==> src/rtl/aes_pkg.sv <==
// Shared AES helpers for the cipher datapath.
// Contents:
//   COL_W / NUM_COLS - column width in bits and columns per 128-bit state
//   mixState_t       - control states of the iterative MixColumns unit
//   xtime / gf_mul3  - GF(2^8) multiply-by-2 and multiply-by-3, polynomial 0x11B
package aes_pkg;

    localparam int COL_W    = 32;
    localparam int NUM_COLS = 4;

    typedef enum logic [1:0] {
        IDLE = 2'd0,
        BUSY = 2'd1,
        DONE = 2'd2
    } mixState_t;

    // Multiply by x in GF(2^8): shift left, fold the carried-out bit back via 0x1B.
    function automatic logic [7:0] xtime(input logic [7:0] x);
        return {x[6:0], 1'b0} ^ (x[7] ? 8'h1B : 8'h00);
    endfunction

    // Multiply by (x + 1) in GF(2^8).
    function automatic logic [7:0] gf_mul3(input logic [7:0] x);
        return xtime(x) ^ x;
    endfunction

endpackage

==> src/rtl/mix_columns_iter_col.sv <==
// Combinational MixColumns of one 32-bit column.
// Ports:
//   colIn  - input column, row 0 in bits 31:24
//   colOut - mixed column, same byte layout
module mix_single_column
    import aes_pkg::*;
(
    input  logic [COL_W-1:0] colIn,
    output logic [COL_W-1:0] colOut
);

    logic [7:0] r0_s, r1_s, r2_s, r3_s;

    assign r0_s = colIn[31:24];
    assign r1_s = colIn[23:16];
    assign r2_s = colIn[15:8];
    assign r3_s = colIn[7:0];

    // Circulant matrix rows {2,3,1,1} rotated once per output byte.
    assign colOut[31:24] = xtime(r0_s) ^ gf_mul3(r1_s) ^ r2_s ^ r3_s;
    assign colOut[23:16] = r0_s ^ xtime(r1_s) ^ gf_mul3(r2_s) ^ r3_s;
    assign colOut[15:8]  = r0_s ^ r1_s ^ xtime(r2_s) ^ gf_mul3(r3_s);
    assign colOut[7:0]   = gf_mul3(r0_s) ^ r1_s ^ r2_s ^ xtime(r3_s);

endmodule

==> src/rtl/mix_columns_iter.sv <==
// Iterative AES MixColumns: accepts one 128-bit state on an input handshake,
// mixes COLS_PER_CYCLE columns per clock, and presents the result on an
// output handshake. A new state is accepted only after the result is taken.
// Ports:
//   clk      - clock, rising edge
//   reset    - asynchronous active-high reset
//   inValid  - stateIn valid
//   inReady  - unit idle and able to accept
//   stateIn  - input state, column c = stateIn[127-32c -: 32]
//   outValid - stateOut holds a finished result
//   outReady - downstream takes the result
//   stateOut - mixed state, same layout as stateIn
module mix_columns_iter
    import aes_pkg::*;
#(
    parameter int COLS_PER_CYCLE = 1
) (
    input  logic         clk,
    input  logic         reset,
    input  logic         inValid,
    output logic         inReady,
    input  logic [127:0] stateIn,
    output logic         outValid,
    input  logic         outReady,
    output logic [127:0] stateOut
);

    if ((COLS_PER_CYCLE != 1) && (COLS_PER_CYCLE != 2) && (COLS_PER_CYCLE != 4)) begin : gBadCols
        $error("mix_columns_iter: COLS_PER_CYCLE must be 1, 2 or 4");
    end

    // colIdx value at which the current step writes the final column(s).
    localparam logic [2:0] LAST_IDX = 3'(NUM_COLS - COLS_PER_CYCLE);
    localparam logic [1:0] IDX_STEP = 2'(COLS_PER_CYCLE);

    mixState_t        state_r, nextState_s;
    logic [1:0]       colIdx_r;
    logic [COL_W-1:0] workCol_r   [NUM_COLS];
    logic [COL_W-1:0] resultCol_r [NUM_COLS];
    logic [COL_W-1:0] mixIn_s     [COLS_PER_CYCLE];
    logic [COL_W-1:0] mixOut_s    [COLS_PER_CYCLE];
    logic             inReady_r, outValid_r;
    logic             lastStep_s;

    assign lastStep_s = ({1'b0, colIdx_r} == LAST_IDX);

    for (genvar i = 0; i < COLS_PER_CYCLE; i++) begin : gLane
        // Lane i handles column colIdx+i; colIdx is a multiple of
        // COLS_PER_CYCLE, so the sum never wraps.
        assign mixIn_s[i] = workCol_r[colIdx_r + 2'(i)];
        mix_single_column uMix (
            .colIn  (mixIn_s[i]),
            .colOut (mixOut_s[i])
        );
    end

    // Next-state decode for the IDLE -> BUSY -> DONE control sequence.
    always_comb begin
        nextState_s = state_r;
        case (state_r)
            IDLE: begin
                if (inValid) begin
                    nextState_s = BUSY;
                end else begin
                    nextState_s = IDLE;
                end
            end
            BUSY: begin
                if (lastStep_s) begin
                    nextState_s = DONE;
                end else begin
                    nextState_s = BUSY;
                end
            end
            DONE: begin
                if (outReady) begin
                    nextState_s = IDLE;
                end else begin
                    nextState_s = DONE;
                end
            end
            default: nextState_s = IDLE;
        endcase
    end

    // State, handshake flags, column counter, work and result registers.
    always_ff @(posedge clk or posedge reset) begin
        if (reset) begin
            state_r    <= IDLE;
            colIdx_r   <= 2'd0;
            inReady_r  <= 1'b1;
            outValid_r <= 1'b0;
            for (int c = 0; c < NUM_COLS; c++) begin
                workCol_r[c]   <= 32'h0;
                resultCol_r[c] <= 32'h0;
            end
        end else begin
            state_r    <= nextState_s;
            // Handshake flags are decoded from the next state so they are
            // plain flops aligned with state_r.
            inReady_r  <= (nextState_s == IDLE);
            outValid_r <= (nextState_s == DONE);
            case (state_r)
                IDLE: begin
                    if (inValid) begin
                        colIdx_r <= 2'd0;
                        for (int c = 0; c < NUM_COLS; c++) begin
                            workCol_r[c] <= stateIn[127 - COL_W*c -: COL_W];
                        end
                    end else begin
                        colIdx_r <= colIdx_r;
                    end
                end
                BUSY: begin
                    colIdx_r <= colIdx_r + IDX_STEP;
                    for (int i = 0; i < COLS_PER_CYCLE; i++) begin
                        resultCol_r[colIdx_r + 2'(i)] <= mixOut_s[i];
                    end
                end
                default: begin
                    colIdx_r <= colIdx_r;
                end
            endcase
        end
    end

    assign inReady  = inReady_r;
    assign outValid = outValid_r;
    assign stateOut = {resultCol_r[0], resultCol_r[1], resultCol_r[2], resultCol_r[3]};

endmodule

==> config.mk <==
export PLATFORM = sky130hd
export DESIGN_NAME = mix_columns_iter
export DESIGN_NICKNAME = d
export VERILOG_FILES = /design/src/rtl/aes_pkg.sv /design/src/rtl/mix_columns_iter_col.sv /design/src/rtl/mix_columns_iter.sv
export SDC_FILE = /design/constraint.sdc
export NUM_CORES = 1
export LEC_CHECK = 0
export CORE_UTILIZATION = 50
export CTS_CLUSTER_SIZE = 10
export DETAILED_ROUTE_END_ITERATION = 6
export GPL_TIMING_DRIVEN = 0
export PLACE_DENSITY_LB_ADDON = 0.05
export SETUP_SLACK_MARGIN = 0.15
export SYNTH_ARGS = -nofsm -noshare
export SYNTH_HDL_FRONTEND = slang
export SYNTH_HIERARCHICAL = 1
export SYNTH_SLANG_ARGS = --single-unit
==> constraint.sdc <==
create_clock -name clk -period 12.18 [get_ports clk]
set_clock_uncertainty 0.2 [all_clocks]
set_input_delay 1.827 -clock clk [delete_from_list [all_inputs] [get_ports clk]]
set_output_delay 1.827 -clock clk [all_outputs]
set_load 0.005 [all_outputs]
==> results.sh <==
export IMPL_status="finished, final reports clean"
export IMPL_grt_pass1_wl_um=46400
export IMPL_syn_area_per_cell_um2=18.0
export IMPL_finalSetupViolCount=0
export IMPL_routedWlPerCell_um=22.2
export IMPL_post_route_drc_count=0
export IMPL_drv_slew=0
export IMPL_utilization_pct=67.0
export IMPL_worstSetupEndpointType="primary output"
export IMPL_syn_cell_area_mm2=0.0124
export IMPL_rows=57
export IMPL_synthArstFlopShare_pct=100
export IMPL_ctsHoldBuffers=0
export IMPL_io_pins=262
export IMPL_min_period_ns=3.58
export IMPL_synth_top_flop_cell="dfrtp_1"
export IMPL_hp_class="register to register"
export IMPL_fp_dieW_um=159
export IMPL_grt_max_degree=135
export IMPL_insertion_delay_ns=0.54
export IMPL_crit_path_max_fanout=1
export IMPL_cts_tree="built"
export IMPL_crit_family="flip-flops"
export IMPL_dp_hpwl_um=22300
export IMPL_clockBufferDepth=3
export IMPL_critPathMaxStageDelay_ns=0.53
export IMPL_required_ns=10.15
export IMPL_syn_inst=688
export IMPL_synthTopCellsByArea="dfrtp_1 53%, mux2_2 15%, mux2_4 11%"
export IMPL_cts_sinks=262
export IMPL_worst_path_max_delay_cell="dfstp_2"
export IMPL_clockRootBuffer="clkbuf_16"
export IMPL_area_growth_pct=31.5
export IMPL_fin_nets=1118
export IMPL_routed_via_density=5.25
export IMPL_crit_chain="clkdlybuf4s50_1"
export IMPL_drt_iter0_markers=294
export IMPL_dp_slack_ns=8.33
export IMPL_yosysMostFrequentCell="dfrtp_1"
export IMPL_arrival_ns=1.55
export IMPL_yosysWarningCount=6
export IMPL_post_cts_setup_buffers=0
export IMPL_ys_seq_area_share_pct=52.9
export IMPL_crit_path_start_kind="register"
export IMPL_layout_drive_gt1_share_pct=37.1
export IMPL_grt_util_all_layers_pct=24.0
export IMPL_clkTransAtPathRegs_ns=0.05
export IMPL_drt_total_wl_um=29300
export IMPL_dieHeight_um=159
export IMPL_finalSetupTns_ns=0
export IMPL_relSlewSlack_pct=40.1
export IMPL_worstMarginPinSlew_ns=0.898
export IMPL_synth_edf_count=0
export IMPL_dr_pass1_iters=4
export IMPL_max_freq_ghz=0.279
export IMPL_vias=6933
export IMPL_dieArea_mm2=0.0254
export IMPL_hold_viol=0
export IMPL_core_area_mm2=0.0243
export IMPL_dpl_cell_count=1274
export IMPL_synth_common_cells="261 x dfrtp_1, 164 x mux2_2, 90 x mux2_4"
export IMPL_fin_ws_ns=8.60
export IMPL_grt_ovfl_total=0
export IMPL_start_util_pct=50.9
export IMPL_finalCritPeriodShare_pct=29.4
export IMPL_gp_congestion=0.793
export IMPL_yosysTopAreaCell="dfrtp_1"
export IMPL_ys_ff_latch=262
export IMPL_ys_types=30
export IMPL_rsz0062_at_grt="false"
export IMPL_cap_violations=0
export IMPL_ant_nets=0
export IMPL_crit_buf_inv=1
export IMPL_cts_resized=0
export IMPL_numPortBuffers=261
export IMPL_antenna_cells=0
export IMPL_instances_no_fill=1321
export IMPL_critPathKind="register to primary output"
export IMPL_cts_buffers=30
export IMPL_netlist_area_leader_share_pct=52.7
export IMPL_htreeDepth=1
export IMPL_syn_nets=824
export IMPL_grt_pass1_vias=7603
export IMPL_antenna_found_initial=0
==> final timing paths <==
check | cells past startpoint | endpoint | start | slack [ns]
max | 1 | inReady | inReady | 8.60
min | 1 | workCol_r[115] | workCol_r[115] | 0.30
max reg2reg | 7 | stateOut[116] | colIdx_r[1] | 8.76
min reg2reg | 1 | workCol_r[115] | workCol_r[115] | 0.30
max in group asynchronous | 3 | workCol_r[123] | reset | 8.97
min in group asynchronous | 2 | stateOut[67] | reset | 1.67
==> metal layers <==
layer | wire (um) | vias up | track usage (%)
met5 | 0 | - | 0
met4 | 599 | 0 | 6.34
met3 | 1650 | 35 | 4.53
met2 | 14500 | 197 | 40.4
met1 | 12500 | 3602 | 32.2
li1 | - | 3099 | -
==> layout make-up <==
cell class / count / area [um^2]
buffer: 41 / 369
clock buffer: 47 / 856
fill: 1693 / 8020
inverter: 4 / 22.5
multi-input combinational: 381 / 5450
sequential: 262 / 6560
tap: 324 / 405
timing repair buffer: 262 / 2640
==> cells in the final DEF (no fill, tap or decap), types with 3 or more instances in the layout <==
cell type / n
inv_1: 3
clkbuf_16: 31
clkbuf_1: 16
buf_4: 9
xnor3_1: 31
buf_6: 23
mux4_2: 32
ha_1: 4
mux2_2: 164
xor3_1: 10
xor2_1: 13
dfrtp_1: 261
clkdlybuf4s50_1: 261
xnor2_1: 17
mux2_4: 90
nand3b_4: 4
buf_2: 6
==> through the flow <==
step,hold slack [ns],cell area [um^2]
finish,0.301,16300
global route,0.308,16300
CTS,0.304,16300
detailed placement,0.291,15400
global placement,0.281,15400
floorplan,0.275,12400
==> sequential cells by signal, indices dropped and copies added (netlist names) <==
| signal | count |
|---|---|
| state_r | 2 |
| stateOut | 128 |
| workCol_r | 128 |
| inReady | 1 |
| outValid | 1 |
| colIdx_r | 2 |
==> kinds of logic after synthesis <==
| logic type | synth area share (%) |
|---|---|
| compound gates | 0.384 |
| xor+xnor | 10.5 |
| fa+ha+maj | 0.404 |
| buf+inv | 3.10 |
| flops | 52.9 |
| mux | 31.8 |
| simple gates | 0.868 |
Power is left out: the tool's default activity adds up to more than one toggle a clock period on the data nets, which glitch-free logic cannot reach.
